<file path="src/rtl/fib_pkg.sv">
// Shared encodings and constants for the fib_seq term generator.
package fib_pkg;

    localparam logic [1:0] MODE_FIB    = 2'd0;
    localparam logic [1:0] MODE_LUCAS  = 2'd1;
    localparam logic [1:0] MODE_CUSTOM = 2'd2;
    localparam logic [1:0] MODE_RSVD   = 2'd3;

    localparam int unsigned LUCAS_T0 = 2;
    localparam int unsigned LUCAS_T1 = 1;

    typedef enum logic [1:0] {
        ST_IDLE = 2'd0,
        ST_CALC = 2'd1,
        ST_DONE = 2'd2
    } state_t;

endpackage

</file>
<file path="src/rtl/fib_step.sv">
// One recurrence step: t(k) = t(k-1) + t(k-2) with carry-out and optional clamp.
module fib_step #(
    parameter int DATA_W   = 32,
    parameter int SATURATE = 0
) (
    input  logic [DATA_W-1:0] i_a,
    input  logic [DATA_W-1:0] i_b,
    input  logic              i_sat_in,
    output logic [DATA_W-1:0] o_sum,
    output logic              o_carry
);

    logic [DATA_W:0] w_full;

    function automatic logic [DATA_W-1:0] sat_sel(input logic [DATA_W-1:0] raw,
                                                  input logic clamp);
        return clamp ? {DATA_W{1'b1}} : raw;
    endfunction

    assign w_full  = {1'b0, i_a} + {1'b0, i_b};
    assign o_carry = w_full[DATA_W];
    // Once the operation has overflowed, every later term stays clamped.
    assign o_sum   = sat_sel(w_full[DATA_W-1:0],
                             (SATURATE != 0) && (o_carry || i_sat_in));

endmodule

</file>
<file path="src/rtl/fib_seq.sv">
// Sequential Fibonacci/Lucas/custom-seed term generator, one term per clock.
module fib_seq
    import fib_pkg::*;
#(
    parameter int DATA_W   = 32,
    parameter int ARG_W    = 8,
    parameter int SATURATE = 0
) (
    input  logic              i_clk,
    input  logic              i_rst_n,
    input  logic              start,
    input  logic              abort,
    input  logic [1:0]        mode,
    input  logic [DATA_W-1:0] seed0,
    input  logic [DATA_W-1:0] seed1,
    input  logic [ARG_W-1:0]  arg,
    output logic              busy,
    output logic              done,
    output logic [DATA_W-1:0] result,
    output logic              overflow,
    output logic              error,
    output logic              stream_valid,
    output logic [DATA_W-1:0] stream_term,
    output logic [ARG_W-1:0]  stream_idx
);

    logic              r_rst_sync;
    state_t            r_state;
    state_t            w_state_nxt;
    logic [DATA_W-1:0] r_a;
    logic [DATA_W-1:0] r_b;
    logic [ARG_W-1:0]  r_k;
    logic [ARG_W-1:0]  r_n;
    logic              r_ovf;
    logic [DATA_W-1:0] r_result;
    logic              r_overflow;
    logic              r_error;
    logic [DATA_W-1:0] w_t0;
    logic [DATA_W-1:0] w_t1;
    logic [DATA_W-1:0] w_sum;
    logic              w_carry;
    logic              w_short;
    logic              w_last;

    // Assert asynchronously, release on a clock edge.
    always_ff @(posedge i_clk or negedge i_rst_n) begin
        if (!i_rst_n) r_rst_sync <= 1'b0;
        else          r_rst_sync <= 1'b1;
    end

    always_comb begin
        w_t0 = '0;
        w_t1 = DATA_W'(1);
        case (mode)
            MODE_LUCAS: begin
                w_t0 = DATA_W'(LUCAS_T0);
                w_t1 = DATA_W'(LUCAS_T1);
            end
            MODE_CUSTOM: begin
                w_t0 = seed0;
                w_t1 = seed1;
            end
            default: ;
        endcase
    end

    assign w_short = (arg[ARG_W-1:1] == '0);
    assign w_last  = (r_k == r_n);

    fib_step #(
        .DATA_W   (DATA_W),
        .SATURATE (SATURATE)
    ) u_step (
        .i_a      (r_a),
        .i_b      (r_b),
        .i_sat_in (r_ovf),
        .o_sum    (w_sum),
        .o_carry  (w_carry)
    );

    always_comb begin
        w_state_nxt = r_state;
        case (r_state)
            ST_IDLE: if (start) w_state_nxt = (mode == MODE_RSVD || w_short) ? ST_DONE : ST_CALC;
            ST_CALC: begin
                if (abort)       w_state_nxt = ST_IDLE;
                else if (w_last) w_state_nxt = ST_DONE;
            end
            ST_DONE: w_state_nxt = ST_IDLE;
            default: w_state_nxt = ST_IDLE;
        endcase
    end

    always_ff @(posedge i_clk or negedge r_rst_sync) begin
        if (!r_rst_sync) begin
            r_state    <= ST_IDLE;
            r_result   <= '0;
            r_overflow <= 1'b0;
            r_error    <= 1'b0;
        end else begin
            r_state <= w_state_nxt;
            // Visible results load on the edge into DONE and hold until the next one.
            if (r_state == ST_IDLE && start) begin
                if (mode == MODE_RSVD) begin
                    r_result   <= '0;
                    r_overflow <= 1'b0;
                    r_error    <= 1'b1;
                end else if (w_short) begin
                    r_result   <= arg[0] ? w_t1 : w_t0;
                    r_overflow <= 1'b0;
                    r_error    <= 1'b0;
                end
            end else if (r_state == ST_CALC && !abort && w_last) begin
                r_result   <= w_sum;
                r_overflow <= r_ovf | w_carry;
                r_error    <= 1'b0;
            end
        end
    end

    // Working registers are always loaded by an accepted start before use.
    always_ff @(posedge i_clk) begin
        if (r_state == ST_IDLE && start) begin
            r_a   <= w_t0;
            r_b   <= w_t1;
            r_k   <= ARG_W'(2);
            r_n   <= arg;
            r_ovf <= 1'b0;
        end else if (r_state == ST_CALC) begin
            r_a   <= r_b;
            r_b   <= w_sum;
            r_k   <= r_k + ARG_W'(1);
            r_ovf <= r_ovf | w_carry;
        end
    end

    assign busy         = (r_state != ST_IDLE);
    assign done         = (r_state == ST_DONE);
    assign stream_valid = (r_state == ST_CALC);
    assign stream_term  = stream_valid ? w_sum : '0;
    assign stream_idx   = stream_valid ? r_k : '0;
    assign result       = r_result;
    assign overflow     = r_overflow;
    assign error        = r_error;

endmodule
</file>
<file path="config.mk">
export PLATFORM = sky130hd
export DESIGN_NAME = fib_seq
export DESIGN_NICKNAME = d
export VERILOG_FILES = /design/src/rtl/fib_pkg.sv /design/src/rtl/fib_step.sv /design/src/rtl/fib_seq.sv
export SDC_FILE = /design/constraint.sdc
export NUM_CORES = 1
export LEC_CHECK = 0
export CORE_UTILIZATION = 40
export CTS_CLUSTER_DIAMETER = 200
export CTS_CLUSTER_SIZE = 8
export DETAILED_ROUTE_END_ITERATION = 10
export PLACE_DENSITY = 0.69
export SYNTH_ARGS = -nofsm -noshare
export SYNTH_HDL_FRONTEND = slang
export SYNTH_HIERARCHICAL = 1
export SYNTH_SLANG_ARGS = --single-unit
</file>
<file path="constraint.sdc">
create_clock -name i_clk -period 5.7 [get_ports i_clk]
set_clock_uncertainty 0.1 [all_clocks]
set_input_delay 1.14 -clock i_clk [delete_from_list [all_inputs] [get_ports i_clk]]
set_output_delay 1.14 -clock i_clk [all_outputs]
set_load 0.02 [all_outputs]
</file>
==> summary.md <==
| Metric | Value |
|---|---|
| Critical path's largest stage delay | 0.60 ns |
| Total Routed Length | 24580 um |
| Endpoints failing hold | 0 |
| Total Power | 7.152 mW |
| Vias in the first global route | 7014 |
| Net Sw Frac | 0.4430 |
| WL/cell | 19.85 um |
| Cts repair resizes | 0 |
| Critical path destination | stream_term[22] |
| Synth area leader | edfxtp_1 |
| XOR/XNOR Fraction of Synth Area | 0.04283 |
| Clock root buffer | clkbuf_16 |
| Vias | 7225 |
| Clock share of power | 0.157 |
| Setup crit end kind | output port |
| Max frequency | 194.8 MHz |
| Clk_lat worst skew | 0.42 ns |
| Synth top area share | 0.2643 |
| IO Port Bufs | 154 |
| Gr usage total | 0.2342 |
| Leakage | 3.936 nW |
| Reg2reg path depth | 12 |
| Final GP Congestion | 0.8877 |
| Worst hold path type | flip-flop to async pin |
| Tmin final | 5.133 ns |
| Post-synthesis compound-gate area fraction | 0.2131 |
| Row count | 51 |
| Syn avg cell area | 9.737 sq um |
| Critical path fanouts, max | 3 |
| Worst path bufs/invs | 1 |
| Critical Path RT | 4.46 ns |
| Total grt overflow | 0 |
| Leading cell types by count after synthesis | 103 x nand2_1, 72 x a21oi_1, 72 x edfxtp_1, 42 x clkbuf_1 |
| Mapped Cells | 840 |
| Comb pwr share | 0.618 |
| Htree depth | 4 |
| Area contributors post-synth | edfxtp_1 26%, dfrtp_1 11%, ha_1 5.5%, nand2_1 4.7%, a21oi_1 4.4% |
| Simple-gate portion of the synthesized area | 0.1975 |
| Initial drt markers | 513 |
| Syn Nets | 955 |
| Startpoint types | flip-flop |
| Delay-heaviest family, CP | compound AO/OA/AOI/OAI gates |
| FF+latch area | 0.003268 sq mm |
| CTS Buffer Depth | 2 |
| CTS tree | built |
| Area occupied by multi-input gates | 0.004571 sq mm |
| CP arrival | 3.89 ns |
| Seq/Total Area, Yosys | 0.3996 |
| First-pass GRT wire length | 38760 um |
| Count leader, synth | nand2_1 |
| Routed Antenna Nets | 0 |
| Setup tns final | 0 ns |
| CTS sink count | 118 |
| Post-synth top flop | edfxtp_1 |
| Critical path startpoint | r_b[0] |
| Largest net degree at the start of global routing | 56 |
| Drt pass-1 iters | 5 |
| Synth-to-layout area growth | 28.06% |
| Power density cells | 682.8 mW/mm^2 |
| Die width | 145.0 um |
| Synth Register Bits | 118 |
| R2R Path End | result[28] |
| Post-synth EDFFs | 72 |
| NetSw | 3.168 mW |
| Max-Cap Viols | 0 |
| Combinational family with the most area after synthesis | compound AO/OA/AOI/OAI gates |
| Least-Margin Pin Slew | 1.271 ns |
| Setup bufs post-CTS | 0 |
| Final nets | 1074 |
| CTS Buf Count | 17 |
| Multiplexer area fraction after synthesis | 0.04497 |
| Crit path max-delay cell type | clkdlybuf4s50_1 |
| Synth async-reset ratio | 0.3136 |
| Worst rel slew slack | 0.1510 |
| Initial antenna violation count | 1 |
| VDD IR max | 281.3 uV |
| Max Slew Vio Count | 0 |
| Unique masters post-synth | 73 |
| CP Depth | 11 |
| Io pins | 155 |
| Die Ht | 145.0 um |
| Syn. warnings | 6 |
| Final routed DRC violation total | 0 |
| Starting Density | 0.4135 |
| Worst reg-to-reg setup slack | 2.31 ns |
| Post-DP HPWL | 16750 um |
| Layout cell share with drive strength beyond 1 | 0.1255 |
| RSZ-0062 raised after global routing | no |
| Cell Area, Synth | 0.008179 sq mm |
| Sequential power share | 0.225 |
| Setup CP Type | flip-flop to output port |
| CTS Hold Bufs | 0 |
| Final period util | 0.9005 |
| Power Internal | 3.983 mW |
| Die Area | 0.02102 sq mm |
| Vias/cell | 5.836 |
| Fill count | 1818 |
| Status | complete, no violations |
| Worst reg2reg path startpoint | r_b[0] |
| Synth Area in Adders | 0.05752 |
| CORE AREA | 0.01978 sq mm |
| Worst path cell trace | ha_1, fa_1, a211oi_1, nor3_2, o22ai_1, o21a_1, o31a_1, o21ai_0, xor2_1, and2_1, clkdlybuf4s50_1 |
| Setup violations, final | 0 |
| Register clock-pin slew on the reported worst setup and hold paths | 0.06 ns |
stage by stage:
step	std cells	cell area (sq um)	util	setup WS (ns)	hold WS (ns)
after floorplan	840	8179	-	1.799	0.3316
after global placement	1205	9838	0.4973	1.118	0.2105
after detailed placement	1205	9838	0.4973	1.048	0.2177
after CTS	1237	10470	0.5293	0.5936	0.2226
after global routing	1237	10470	0.5293	0.3475	0.2620
final	1238	10470	0.5295	0.5672	0.2043
registers in the layout, summed over array words and instances (netlist names):
name,cells
r_a,32
r_b,32
result,32
r_k,8
r_n,8
r_state,2
error,1
overflow,1
r_ovf,1
r_rst_sync,1
layout by cell type (no fill, tap or decap), drive strengths merged, types with 4 or more instances in the layout:
cell type        n
o21ai           23
a22o            31
nand2          103
nand3           41
dfrtp           37
a22oi           31
inv             10
a21o             7
buf             13
xor2            13
o21a             5
clkbuf          26
mux2            30
dfxtp            9
a211oi           5
edfxtp          72
xnor2           27
and2            43
nand4           10
a21oi           73
nor2b            4
clkinv           6
nor3            43
a32o            30
nor2            28
ha              36
nor4             5
clkdlybuf4s50  153
area by class of cell:
type                       instances  area share
antenna                            1   0.0002389
inverter                          11    0.003942
sequential                       118      0.3120
multi-input combinational        645      0.4364
clock buffer                      26     0.05591
tap                              265     0.03166
clock inverter                     6    0.004539
timing repair buffer             166      0.1553
cells by family (layout without fill, tap and decap cells):
kind of cell,count (synthesis),after routing
other,1,2
adders and majority gates,37,37
DFF,118,118
xor gates and xnor gates,40,40
buffers and inverters,77,209
AOI/OAI and AO/OA,237,237
and+or+nand+nor,297,297
muxes,33,33
worst reg2reg max path: cells and delay by family, from the launching register on:
kind                     cells  cell delay (ns)
multiplexers                 1             0.23
AO/OA/AOI/OAI                6             1.48
AND/OR/NAND/NOR              3             0.42
adder cells (fa/ha/maj)      2             0.64
flip-flops                   1             0.39
worst min-delay path by stage:
stage                          start         to  slack (ns)  cells past startpoint
final                     r_rst_sync  result[5]        0.20                      1
after global routing      r_rst_sync  result[3]        0.26                      1
after CTS                 r_rst_sync  result[4]        0.22                      1
after detailed placement  r_rst_sync  result[9]        0.22                      1
after global placement    r_rst_sync  result[4]        0.21                      1
after floorplan                r_ovf      r_ovf        0.33                      2
power groups by stage:
stage,Sequential (mW),Clock (mW),Combinational [mW]
after floorplan,1.67,0,2.98
after global placement,1.62,0,4.32
after detailed placement,1.62,0,4.35
after global routing,1.65,1.17,4.77
final,1.61,1.12,4.42
after CTS,1.62,1.14,4.38
routing by layer:
| metal | global-route usage | vias to the layer above | wire length (um) | share of wire |
|---|---|---|---|---|
| met3 | 0.04937 | 26 | 1583 | 0.064 |
| met5 | 0 | - | 0 | 0 |
| met1 | 0.3172 | 3528 | 11150 | 0.45 |
| met2 | 0.3707 | 271 | 11510 | 0.47 |
| met4 | 0.07660 | 0 | 325 | 0.013 |
| li1 | - | 3400 | - | - |
Note: power is estimated with default switching activity, not from simulation.
